**src/rtl/parking_lot_occupancy_if.sv**
```systemverilog
// rtl/parking_lot_occupancy_if.sv - sensor/status bundle for the parking lot occupancy tracker
// Optional statistics outputs are present when PARKING_LOT_STATS_EN is defined.
interface parking_lot_occupancy_if #(
    parameter int LANES = 2,
    parameter int WIDTH = 5
);
    logic [LANES-1:0] a;
    logic [LANES-1:0] b;
    logic [WIDTH-1:0] count;
    logic             full;
    logic             empty;
    logic [LANES-1:0] lane_enter;
    logic [LANES-1:0] lane_exit;
    logic             rejected;
`ifdef PARKING_LOT_STATS_EN
    logic [15:0]      total_entries;
    logic [15:0]      total_exits;

    modport master (
        output a, b,
        input  count, full, empty, lane_enter, lane_exit, rejected, total_entries, total_exits
    );
    modport slave (
        input  a, b,
        output count, full, empty, lane_enter, lane_exit, rejected, total_entries, total_exits
    );
`else
    modport master (
        output a, b,
        input  count, full, empty, lane_enter, lane_exit, rejected
    );
    modport slave (
        input  a, b,
        output count, full, empty, lane_enter, lane_exit, rejected
    );
`endif
endinterface

```
**src/rtl/parking_lot_occupancy.sv**
```systemverilog
// rtl/parking_lot_occupancy.sv - per-lane gate direction FSMs feeding a saturating occupancy counter
// Define PARKING_LOT_STATS_EN to add the total_entries/total_exits counters.
module parking_lot_occupancy #(
    parameter int CAPACITY = 25,
    parameter int LANES    = 2,
    parameter int WIDTH    = $clog2(CAPACITY+1)
) (
    input  logic                      clk,
    input  logic                      reset,
    parking_lot_occupancy_if.slave    bus
);
    typedef enum logic [2:0] {IDLE, EN1, EN2, EN3, EX1, EX2, EX3} state_t;

    localparam logic signed [WIDTH+1:0] CAP_S = (WIDTH+2)'(CAPACITY);
    localparam logic [WIDTH-1:0]        CAP_W = WIDTH'(CAPACITY);

    state_t                  state_q   [LANES];
    state_t                  state_nxt [LANES];
    logic [LANES-1:0]        enter_evt;
    logic [LANES-1:0]        exit_evt;
    logic [LANES-1:0]        enter_q;
    logic [LANES-1:0]        exit_q;
    logic [WIDTH-1:0]        count_q;
    logic [WIDTH-1:0]        count_nxt;
    logic                    rejected_q;
    logic                    rejected_nxt;
    logic signed [WIDTH+1:0] n_enter;
    logic signed [WIDTH+1:0] n_exit;
    logic signed [WIDTH+1:0] sum;

    always_ff @(posedge clk) begin
        if (reset) begin
            for (int i = 0; i < LANES; i++) state_q[i] <= IDLE;
        end else begin
            for (int i = 0; i < LANES; i++) state_q[i] <= state_nxt[i];
        end
    end

    // Exit states mirror the entry states with a and b swapped.
    always_comb begin
        for (int i = 0; i < LANES; i++) begin
            state_nxt[i] = IDLE;
            case (state_q[i])
                IDLE: case ({bus.a[i], bus.b[i]})
                    2'b10:   state_nxt[i] = EN1;
                    2'b01:   state_nxt[i] = EX1;
                    default: state_nxt[i] = IDLE;
                endcase
                EN1: case ({bus.a[i], bus.b[i]})
                    2'b11:   state_nxt[i] = EN2;
                    2'b10:   state_nxt[i] = EN1;
                    default: state_nxt[i] = IDLE;
                endcase
                EN2: case ({bus.a[i], bus.b[i]})
                    2'b01:   state_nxt[i] = EN3;
                    2'b10:   state_nxt[i] = EN1;
                    2'b11:   state_nxt[i] = EN2;
                    default: state_nxt[i] = IDLE;
                endcase
                EN3: case ({bus.a[i], bus.b[i]})
                    2'b11:   state_nxt[i] = EN2;
                    2'b01:   state_nxt[i] = EN3;
                    default: state_nxt[i] = IDLE;
                endcase
                EX1: case ({bus.a[i], bus.b[i]})
                    2'b11:   state_nxt[i] = EX2;
                    2'b01:   state_nxt[i] = EX1;
                    default: state_nxt[i] = IDLE;
                endcase
                EX2: case ({bus.a[i], bus.b[i]})
                    2'b10:   state_nxt[i] = EX3;
                    2'b01:   state_nxt[i] = EX1;
                    2'b11:   state_nxt[i] = EX2;
                    default: state_nxt[i] = IDLE;
                endcase
                EX3: case ({bus.a[i], bus.b[i]})
                    2'b11:   state_nxt[i] = EX2;
                    2'b10:   state_nxt[i] = EX3;
                    default: state_nxt[i] = IDLE;
                endcase
                default: state_nxt[i] = IDLE;
            endcase
        end
    end

    always_comb begin
        for (int i = 0; i < LANES; i++) begin
            enter_evt[i] = (state_q[i] == EN3) && ({bus.a[i], bus.b[i]} == 2'b00);
            exit_evt[i]  = (state_q[i] == EX3) && ({bus.a[i], bus.b[i]} == 2'b00);
        end
    end

    always_comb begin
        n_enter = '0;
        n_exit  = '0;
        for (int i = 0; i < LANES; i++) begin
            n_enter = n_enter + (WIDTH+2)'(enter_evt[i]);
            n_exit  = n_exit  + (WIDTH+2)'(exit_evt[i]);
        end
        sum          = $signed({2'b00, count_q}) + n_enter - n_exit;
        rejected_nxt = 1'b0;
        count_nxt    = sum[WIDTH-1:0];
        if (sum < 0) begin
            count_nxt    = '0;
            rejected_nxt = 1'b1;
        end else if (sum > CAP_S) begin
            count_nxt    = CAP_W;
            rejected_nxt = 1'b1;
        end
    end

    always_ff @(posedge clk) begin
        if (reset) begin
            count_q    <= '0;
            rejected_q <= 1'b0;
            enter_q    <= '0;
            exit_q     <= '0;
        end else begin
            count_q    <= count_nxt;
            rejected_q <= rejected_nxt;
            enter_q    <= enter_evt;
            exit_q     <= exit_evt;
        end
    end

    assign bus.count      = count_q;
    assign bus.full       = (count_q == CAP_W);
    assign bus.empty      = (count_q == '0);
    assign bus.lane_enter = enter_q;
    assign bus.lane_exit  = exit_q;
    assign bus.rejected   = rejected_q;

`ifdef PARKING_LOT_STATS_EN
    logic [15:0] total_entries_q;
    logic [15:0] total_exits_q;

    // Counts every FSM event, including those the clamp absorbed; wraps at 2^16.
    always_ff @(posedge clk) begin
        if (reset) begin
            total_entries_q <= '0;
            total_exits_q   <= '0;
        end else begin
            total_entries_q <= total_entries_q + 16'(n_enter);
            total_exits_q   <= total_exits_q   + 16'(n_exit);
        end
    end

    assign bus.total_entries = total_entries_q;
    assign bus.total_exits   = total_exits_q;
`endif
endmodule

```
**src/flat_wrapper.sv**
```systemverilog
// flat-port wrapper written by rule: the top's interface ports become plain ports
module parking_lot_occupancy_flat 
#(
    parameter int CAPACITY = 25,
    parameter int LANES    = 2,
    parameter int WIDTH    = $clog2(CAPACITY+1)
)
  (clk, reset, bus_a, bus_b, bus_count, bus_full, bus_empty, bus_lane_enter, bus_lane_exit, bus_rejected);
  parking_lot_occupancy_if #(.LANES(LANES), .WIDTH(WIDTH)) bus_i ();
  input  logic clk;
  input  logic reset;
  input wire logic [$bits(bus_i.a)-1:0] bus_a;
  input wire logic [$bits(bus_i.b)-1:0] bus_b;
  output wire logic [$bits(bus_i.count)-1:0] bus_count;
  output wire logic [$bits(bus_i.full)-1:0] bus_full;
  output wire logic [$bits(bus_i.empty)-1:0] bus_empty;
  output wire logic [$bits(bus_i.lane_enter)-1:0] bus_lane_enter;
  output wire logic [$bits(bus_i.lane_exit)-1:0] bus_lane_exit;
  output wire logic [$bits(bus_i.rejected)-1:0] bus_rejected;
  assign bus_i.a = bus_a;
  assign bus_i.b = bus_b;
  assign bus_count = bus_i.count;
  assign bus_full = bus_i.full;
  assign bus_empty = bus_i.empty;
  assign bus_lane_enter = bus_i.lane_enter;
  assign bus_lane_exit = bus_i.lane_exit;
  assign bus_rejected = bus_i.rejected;
  parking_lot_occupancy #(.CAPACITY(CAPACITY), .LANES(LANES), .WIDTH(WIDTH)) u_core (.clk(clk), .reset(reset), .bus(bus_i));
endmodule
```
**config.mk**
```make
export PLATFORM = sky130hd
export DESIGN_NAME = parking_lot_occupancy_flat
export DESIGN_NICKNAME = d
export VERILOG_FILES = /design/src/rtl/parking_lot_occupancy_if.sv /design/src/rtl/parking_lot_occupancy.sv /design/src/flat_wrapper.sv
export SDC_FILE = /design/constraint.sdc
export NUM_CORES = 1
export LEC_CHECK = 0
export BUFFER_PORTS_ARGS = -buffer_cell sky130_fd_sc_hd__buf_2
export CORE_UTILIZATION = 30
export DETAILED_ROUTE_END_ITERATION = 7
export GPL_TIMING_DRIVEN = 0
export PLACE_DENSITY = 0.54
export SYNTH_ARGS = -nofsm -noshare
export SYNTH_HDL_FRONTEND = slang
export SYNTH_SLANG_ARGS = --single-unit
```
**constraint.sdc**
```tcl
create_clock -name clk -period 3.87 [get_ports clk]
set_input_delay 0.387 -clock clk [delete_from_list [all_inputs] [get_ports clk]]
set_output_delay 0.387 -clock clk [all_outputs]
set_load 0.01 [all_outputs]
```
### Yosys cells after proc, flatten, opt, wreduce, memory -nomap -nowiden

Memory sizes are Yosys's and may differ from the RTL's.
Index checks and enable logic that the tools add are counted.

| cells by class | value |
|---|---|
| add/sub/neg operators | 4 |
| order comparisons | 2 |
| equal/unequal tests | 19 |
| mux-type cells | 24 |
| bitwise operators | 2 |
| reductions and logical operators | 11 |

Operator list:

| operator | count |
|---|---|
| $pmux W3 S7 | 2 |
| $pmux W3 S2 | 6 |
| $eq A3 B3 Y1 const B | 6 |
| $pmux W3 S3 | 2 |
| $pmux W2 S2 | 4 |
| $eq A3 B2 Y1 const B | 4 |
| $pmux W2 S3 | 2 |
| $eq A2 B2 Y1 const B | 4 |
| $add A6 B7 Y7 | 1 |
| $gt A7 B6 Y1 const B | 1 |
| $lt A7 B1 Y1 const B | 1 |
| $sub A7 B3 Y7 | 1 |
| $eq A3 B1 Y1 const B | 2 |
| $logic_not A3 Y1 | 2 |
| $mux W3 | 2 |
| $eq A5 B5 Y1 const B | 1 |
| $logic_not A5 Y1 | 1 |
| $mux W1 | 5 |
| $mux W5 | 1 |
| $add A1 B1 Y2 | 2 |
| $eq A2 B1 Y1 const B | 2 |
| $logic_and A1 B1 Y1 | 4 |
| $logic_not A2 Y1 | 2 |
| $reduce_or A3 Y1 | 1 |
| 2 further kinds | 3 |

| word-level totals | value |
|---|---|
| bits in registers | 10 |
| RAM bits | 6 |
| bits of input ports | 6 |
| output and inout bits | 12 |
| word-level logic and storage cells | 68 |
| memories kept | 1 |

Memory list:

| name | depth | width | read ports | clocked after Yosys merged registers in | write ports | RTL line | text |
|---|---|---|---|---|---|---|---|
| u_core.state_q | 2 | 3 | 2 | 0 | 2 | parking_lot_occupancy.sv:17 | `state_t state_q [LANES];` |

### Depth between registers and ports, before layout

Gate-level depths: netlist (run 1).
An unclocked memory read counts as a cell.

| depth | value |
|---|---|
| word-level depth | 9 |
| depth in mapped cells | 15 |

### Worst setup path after synthesis (run 1)

OpenSTA, ideal clock, no wires.

| timing | value |
|---|---|
| path type | in2reg |
| start point | in bus_b[0] |
| end point | reg u_core.count_q[1] (netlist: u_core.bus.count[1]) |
| library setup time | 0.116 ns |
| arrival time | 3.118 ns |
| required time | 3.754 ns |
| setup slack | 0.635 ns |
| stages on the path | 14 |
| path buffers | 0 |
| cells stage by stage | inv_1 -> ha_1 -> nand2_1 -> nor3b_1 -> ha_1 -> inv_1 -> fa_1 -> inv_1 -> ha_1 -> a21o_1 -> or4_1 -> a31o_1 -> and2_2 -> and4_1 |

| on the way | value |
|---|---|
| cells in the longest elaborated chain, start to end | 7 |
| elaborated cells between the ends (all ways) | 10 |
| classes of those cells | 4 x add/sub; 2 x order compare; 4 x reduce/logical |

Ends and longest elaborated chain:

| what | RTL line | text |
|---|---|---|
| start, declared | flat_wrapper.sv:13 | `input wire logic [$bits(bus_i.b)-1:0] bus_b;` |
| $logic_not A2 Y1 * | parking_lot_occupancy.sv:88 | `enter_evt[i] = (state_q[i] == EN3) && ({bus.a[i], bus.b[i]} == 2'b00);` |
| $logic_and A1 B1 Y1 * | parking_lot_occupancy.sv:88 |  |
| via u_core.enter_evt[0] | parking_lot_occupancy.sv:19 | `logic [LANES-1:0] enter_evt;` |
| $add A1 B1 Y2 * | parking_lot_occupancy.sv:97 | `n_enter = n_enter + (WIDTH+2)'(enter_evt[i]);` |
| $add A6 B7 Y7 * | parking_lot_occupancy.sv:100 | `sum = $signed({2'b00, count_q}) + n_enter - n_exit;` |
| $sub A7 B3 Y7 * | parking_lot_occupancy.sv:100 |  |
| $gt A7 B6 Y1 / $lt A7 B1 Y1 (equally long branches) | parking_lot_occupancy.sv:106, parking_lot_occupancy.sv:103 |  |
| $reduce_or A3 Y1 (no source line) | n/a |  |
| end signal, assigned | parking_lot_occupancy.sv:119 | `count_q <= count_nxt;` |
| end, declared | parking_lot_occupancy.sv:23 | `logic [WIDTH-1:0] count_q;` |

The timed path passes the listed nets; every way through them passes the cells marked *.
A chain may end at the register's enable or synchronous reset.

==> results of run 1 <==
layout make-up:
type / instances / area (sq um)
Clock buffer: 3 / 41.3
Inverter: 20 / 75.1
Sequential cell: 16 / 320
Multi-Input combinational cell: 119 / 941
Tap cell: 52 / 65.1
Timing Repair Buffer: 17 / 85.1
Fill cell: 464 / 2820
Buffer: 8 / 36.3
cell usage in the layout, fill, tap and decap left out, types with 2 or more instances in the layout:
master	instances
nor4b_1	2
mux2i_1	4
nor2b_1	6
xor2_1	2
a21oi_1	11
nor2_1	14
nor3_1	5
nand2_1	7
xnor2_1	3
a211oi_1	3
fa_1	2
dfxtp_1	16
nor3b_1	5
a21o_1	2
ha_1	27
a31oi_1	7
inv_1	20
buf_2	18
o21ai_0	4
clkbuf_1	5
clkbuf_8	3
synthesized netlist by cell type, types with 3 or more instances:
library cell / n
nor2b_1: 6
nor2_1: 14
dfxtp_1: 16
xnor2_1: 3
a21oi_1: 11
o21ai_0: 4
inv_1: 20
clkbuf_1: 5
nor3b_1: 5
ha_1: 27
a31oi_1: 7
a211oi_1: 3
mux2i_1: 4
nand2_1: 7
nor3_1: 5
registers in the layout (all words and copies together) (netlist names):
| signal | cells |
|---|---|
| u_core.state_q | 6 |
| u_core.bus.count | 5 |
| u_core.bus.lane_enter | 2 |
| u_core.bus.lane_exit | 2 |
| u_core.bus.rejected | 1 |
critical path: cells and delay by family, from the launching register on:
family                   cells  cell delay [ps]
AO/OA/AOI/OAI                4              820
adder cells (fa/ha/maj)      3             1000
buffers and inverters        3              430
flip-flops                   1              310
AND/OR/NAND/NOR              3              960
worst min path at each step:
stage / cells after the start / startpoint / slack (ps) / to
2_1_floorplan: 1 / reset / 460 / u_core.bus.lane_enter[0]
3_3_place_gp: 2 / reset / 610 / u_core.bus.lane_enter[0]
3_5_place_dp: 2 / reset / 600 / u_core.bus.lane_enter[0]
4_1_cts: 2 / reset / 340 / u_core.bus.lane_enter[0]
5_1_grt: 2 / reset / 350 / u_core.bus.lane_enter[0]
6_report: 2 / reset / 350 / u_core.bus.lane_enter[0]
stage by stage:
step | utilization [%] | worst slack [ps] | total power, mW
CTS | 35.7 | 285 | 0.608
global placement | 34.7 | 189 | 0.476
floorplan | - | 635 | 0.404
global route | 35.7 | 9.25 | 0.654
finish | 35.7 | 286 | 0.604
detailed placement | 34.7 | 168 | 0.480
logic make-up after synthesis:
group / synth area share, %
simple gates: 18.2
compound gates: 16.7
fa+ha+maj: 27.5
buf+inv: 8.11
flops: 23.3
xor+xnor: 3.19
mux: 2.92
per-layer routing:
layer | vias up | wire length (um)
li1 | 606 | -
met1 | 465 | 1370
met2 | 17 | 1040
met3 | 2 | 78
met4 | 0 | 34
met5 | - | 0
power by group:
part | switching, mW | leakage [nW] | internal, mW
clock | 0.0582 | 0.0216 | 0.0690
sequential | 0.0173 | 0.131 | 0.188
combinational | 0.159 | 0.555 | 0.112
total | 0.235 | 0.708 | 0.369
==> flow_metrics.env, run 1 <==
export IMPL_design_area_sq_um=1560
export IMPL_regToRegStartpoint="u_core.state_q[0][1]"
export IMPL_finalSetupViolations=0
export IMPL_holdBufCountCts=0
export IMPL_cts_sinks=16
export IMPL_use_met2_pct=16.0
export IMPL_p_per_area_nw_per_um2=386
export IMPL_synth_avg_cell_area_sq_um=8.42
export IMPL_synth_area_sq_um=1370
export IMPL_place_inst=232
export IMPL_die_area_sq_um=4850
export IMPL_max_freq_ghz=0.279
export IMPL_reg2regPathDepth=13
export IMPL_cts_tree="built"
export IMPL_fin_skew_ps=3.13
export IMPL_synth_ff_type="dfxtp_1"
export IMPL_cp_end_kind="flop"
export IMPL_drv_slew=0
export IMPL_min_path_type="primary input to flop"
export IMPL_grtUsageTotal_pct=10.7
export IMPL_grt_util_met3_pct=1.89
export IMPL_antenna_cells=0
export IMPL_fin_cells=235
export IMPL_fp_dieW_um=69.6
export IMPL_core_sq_um=4380
export IMPL_grt_max_degree=11
export IMPL_leakage_nw=0.708
export IMPL_final_hold_viol_count=0
export IMPL_yosys_area_top_type="ha_1"
export IMPL_synth_edf_count=0
export IMPL_timing_setup_tns_ps=0
export IMPL_drive_above_1_share_pct=13.7
export IMPL_vias=1090
export IMPL_crit_path_end="u_core.bus.count[0]"
export IMPL_grt_first_pass_wirelength_um=4230
export IMPL_totalWireLength_um=2530
export IMPL_met1_usage_pct=15.2
export IMPL_cp_slowest_stage_delay_ps=490
export IMPL_finalCriticalPeriod_ps=3580
export IMPL_die_h_um=69.6
export IMPL_worst_path_max_fanout=10
export IMPL_synth_cells=163
export IMPL_ir_drop_mv=0.106
export IMPL_tightest_slew_ps=471
export IMPL_port_buffers=17
export IMPL_post_cts_setup_buffer_count=0
export IMPL_gp_congestion=0.728
export IMPL_dp_hpwl_um=1990
export IMPL_post_cts_resized=0
export IMPL_crit_path_top_delay_cell="fa_1"
export IMPL_drc=0
export IMPL_clkTransAtPathRegs_ps=70
export IMPL_nets=220
export IMPL_wl_per_cell_um=10.7
export IMPL_placed_area_sq_um=1520
export IMPL_routed_via_density=4.64
export IMPL_antenna_found_initial=0
export IMPL_numCtsBuffers=3
export IMPL_cp_start_kind="flop"
export IMPL_synth_seq_cells=16
export IMPL_cts_root_buf="clkbuf_8"
export IMPL_cts_max_level=1
export IMPL_drtPass1Iterations=4
export IMPL_drt_initial_drc_count=47
export IMPL_slew_headroom_pct=68.3
export IMPL_critPathRequiredTime_ps=4040
export IMPL_ant_nets=0
export IMPL_drv_cap=0
export IMPL_rsz0062_at_grt="false"
export IMPL_yosys_area_top_type_share_pct=24.6
export IMPL_grt_pass1_vias=968
export IMPL_clk_path_buf_depth=2
export IMPL_syn2layout_area_growth_pct=13.9
export IMPL_worst_setup_path_type="flop to flop"
export IMPL_start_util_pct=31.3
export IMPL_worstPathCellList="clkbuf_1 > nand2_1 > nor3b_1 > ha_1 > inv_1 > fa_1 > inv_1 > ha_1 > a21o_1 > or4_1 > a31o_1 > a22o_1 > a31oi_1"
export IMPL_yosysWarnings=0
export IMPL_overflow=0
export IMPL_rows=24
export IMPL_holdWs_ps=348
export IMPL_rrSetupSlack_ps=290
export IMPL_reg2reg_to="u_core.bus.count[0]"
export IMPL_top_usage_layer="met2"
export IMPL_outcome="complete, no violations"
export IMPL_clock_latency_ps=250
export IMPL_synthArstFlopShare_pct=0
export IMPL_arrival_ps=3760
export IMPL_pin_count=18
export IMPL_synth_seq_area_share_pct=23.3
export IMPL_finalCritPeriodShare_pct=92.6
export IMPL_crit_start="u_core.state_q[0][1]"
export IMPL_synthTopCellsByArea="ha_1 (25%), dfxtp_1 (23%), inv_1 (5.5%), a21oi_1 (4.0%), nor2_1 (3.8%)"
export IMPL_synth_nets=198
export IMPL_netlist_cell_type_count=37
No activity file was read; power rests on OpenSTA's default activity.
==> run 2, diff against run 1 <==
- ABC_AREA: unset -> 1
==> flow_metrics.env, run 2 <==
export IMPL_outcome="complete, no violations"
export IMPL_place_inst=252
export IMPL_grtUsageTotal_pct=12.1
export IMPL_synth_seq_area_share_pct=23.3
export IMPL_yosysWarnings=0
export IMPL_top_usage_layer="met2"
export IMPL_rows=24
export IMPL_timing_setup_tns_ps=0
export IMPL_yosys_cell_count_top_type="inv_1"
export IMPL_fin_cells=256
export IMPL_synth_avg_cell_area_sq_um=7.51
export IMPL_cp_end_kind="flop"
export IMPL_fp_dieW_um=69.7
export IMPL_die_h_um=69.7
export IMPL_wl_per_cell_um=10.3
export IMPL_post_cts_setup_buffer_count=0
export IMPL_drv_cap=0
export IMPL_grt_util_met3_pct=2.18
export IMPL_worst_path_max_fanout=7
export IMPL_final_common_cell="inv_1"
export IMPL_synthArstFlopShare_pct=0
export IMPL_pin_count=18
export IMPL_critPathRequiredTime_ps=4020
export IMPL_synth_cells=183
export IMPL_yosys_area_top_type_share_pct=24.6
export IMPL_antenna_found_initial=0
export IMPL_die_area_sq_um=4860
export IMPL_overflow=0
export IMPL_multiInputGateArea_sq_um=912
export IMPL_drv_slew=0
export IMPL_drt_initial_drc_count=80
export IMPL_cts_tree="built"
export IMPL_port_buffers=17
export IMPL_largest_reg_flops=6
export IMPL_max_freq_ghz=0.353
export IMPL_finalSetupViolations=0
export IMPL_synth_ff_type="dfxtp_1"
export IMPL_yosys_area_top_type="ha_1"
export IMPL_n_fill_cell=484
export IMPL_crit_path_top_delay_cell="fa_1"
export IMPL_synth_seq_cells=16
export IMPL_grt_first_pass_wirelength_um=4830
export IMPL_cp_start_kind="flop"
export IMPL_drc=0
export IMPL_cts_root_buf="clkbuf_8"
export IMPL_holdBufCountCts=0
export IMPL_worst_setup_path_type="flop to flop"
export IMPL_antenna_cells=0
export IMPL_clkTransAtPathRegs_ps=70
export IMPL_clk_path_buf_depth=2
export IMPL_fin_skew_ps=6.11
export IMPL_arrival_ps=2980
export IMPL_finalCritPeriodShare_pct=73.1
export IMPL_nets=240
export IMPL_netlist_cell_type_count=26
export IMPL_rsz0062_at_grt="false"
export IMPL_totalWireLength_um=2630
export IMPL_top_register="u_core.state_q"
export IMPL_clock_latency_ps=250
export IMPL_path_buf_inv=3
export IMPL_use_met2_pct=19.8
export IMPL_drive_above_1_share_pct=17.2
export IMPL_grt_pass1_vias=1150
export IMPL_layout_common_cells="inv_1 (35), ha_1 (27), nand2_1 (24)"
export IMPL_gp_congestion=0.819
export IMPL_syn2layout_area_growth_pct=14.9
export IMPL_synth_edf_count=0
export IMPL_cts_max_level=1
export IMPL_dp_hpwl_um=2210
export IMPL_synthTopCellsByArea="ha_1 (25%), dfxtp_1 (23%), inv_1 (9.6%), nand3_1 (7.6%), nand2_1 (6.6%)"
export IMPL_ir_drop_mv=0.209
export IMPL_synthTopCellsByCount="inv_1 (35), ha_1 (27), nand2_1 (24)"
export IMPL_p_per_area_nw_per_um2=432
export IMPL_vias=1198
export IMPL_min_path_type="primary input to flop"
export IMPL_tightest_slew_ps=447
export IMPL_numCtsBuffers=3
export IMPL_met1_usage_pct=15.7
export IMPL_crit_family="adder cells"
export IMPL_cts_sinks=16
export IMPL_cp_slowest_stage_delay_ps=520
export IMPL_synth_nets=218
export IMPL_synth_area_sq_um=1380
export IMPL_grt_max_degree=11
export IMPL_ant_nets=0
export IMPL_final_hold_viol_count=0
export IMPL_start_util_pct=31.4
export IMPL_worstPathCellList="inv_2 > nand3_1 > nor2_1 > ha_1 > fa_1 > inv_1 > fa_1 > nand3_2 > nand3_1 > nand2_1 > nand2_1 > nand3_2 > nand3_1 > nand2_1 > inv_1"
export IMPL_routed_via_density=4.68
export IMPL_post_cts_resized=0
export IMPL_core_sq_um=4380
export IMPL_regArea_sq_um=320
export IMPL_drtPass1Iterations=4
export IMPL_slew_headroom_pct=70.2
export IMPL_finalCriticalPeriod_ps=2830
export IMPL_leakage_nw=0.797
[run 2: layout make-up]
cell class	count	area share, %
buffer	1	0.238
clock buffer	4	3.48
inverter	37	8.79
sequential	16	20.3
multi-input combinational	129	57.7
timing repair buffer	17	5.38
tap	52	4.12
[run 2: path summary, 6_finish.rpt]
path	cells past startpoint	to	slack (ps)	startpoint
max	15	u_core.bus.count[0]	1040	u_core.state_q[0][3]
min	4	u_core.bus.rejected	410	reset
max reg2reg	15	u_core.bus.count[0]	1040	u_core.state_q[0][3]
min reg2reg	2	u_core.bus.lane_enter[1]	570	u_core.state_q[0][4]
[run 2: kinds of logic (layout without fill, tap and decap cells)]
kind of cell	after synthesis	after routing	synth area share, %
AOI/OAI and AO/OA	13	13	7.46
xor gates and xnor gates	1	1	0.637
adders and majority gates	29	29	27.5
buffers and inverters	38	59	10.4
DFF	16	16	23.3
and+or+nand+nor	86	86	30.8
[run 2: tightest hold or removal path: cells and delay by family]
family / cells / cell delay [ps]
buffers and inverters: 3 / 180
AND/OR/NAND/NOR: 1 / 50
[run 2: power breakdown]
part | total (mW) | internal, mW | switching (mW) | leakage (nW)
clock network | 0.150 | 0.0902 | 0.0596 | 0.0288
registers | 0.209 | 0.188 | 0.0205 | 0.131
logic | 0.324 | 0.122 | 0.202 | 0.638
total | 0.682 | 0.400 | 0.282 | 0.797
[run 2: per-layer routing]
metal | share of wire (%) | vias up | wire length [um]
met5 | 0 | - | 0
met4 | 2.0 | 0 | 53
met3 | 3.6 | 6 | 95
met2 | 44 | 21 | 1160
met1 | 50 | 531 | 1320
li1 | - | 640 | -
[run 2: through the flow]
step | hold slack, ps | util [%] | cell area (sq um) | power (mW) | setup slack [ps]
after CTS | 408 | 36.0 | 1580 | 0.690 | 1050
after floorplan | 517 | - | 1380 | 0.455 | 1230
after detailed placement | 558 | 34.8 | 1530 | 0.536 | 819
after global placement | 564 | 34.8 | 1530 | 0.536 | 824
final | 407 | 36.0 | 1580 | 0.682 | 1040
after global routing | 409 | 36.0 | 1580 | 0.747 | 809
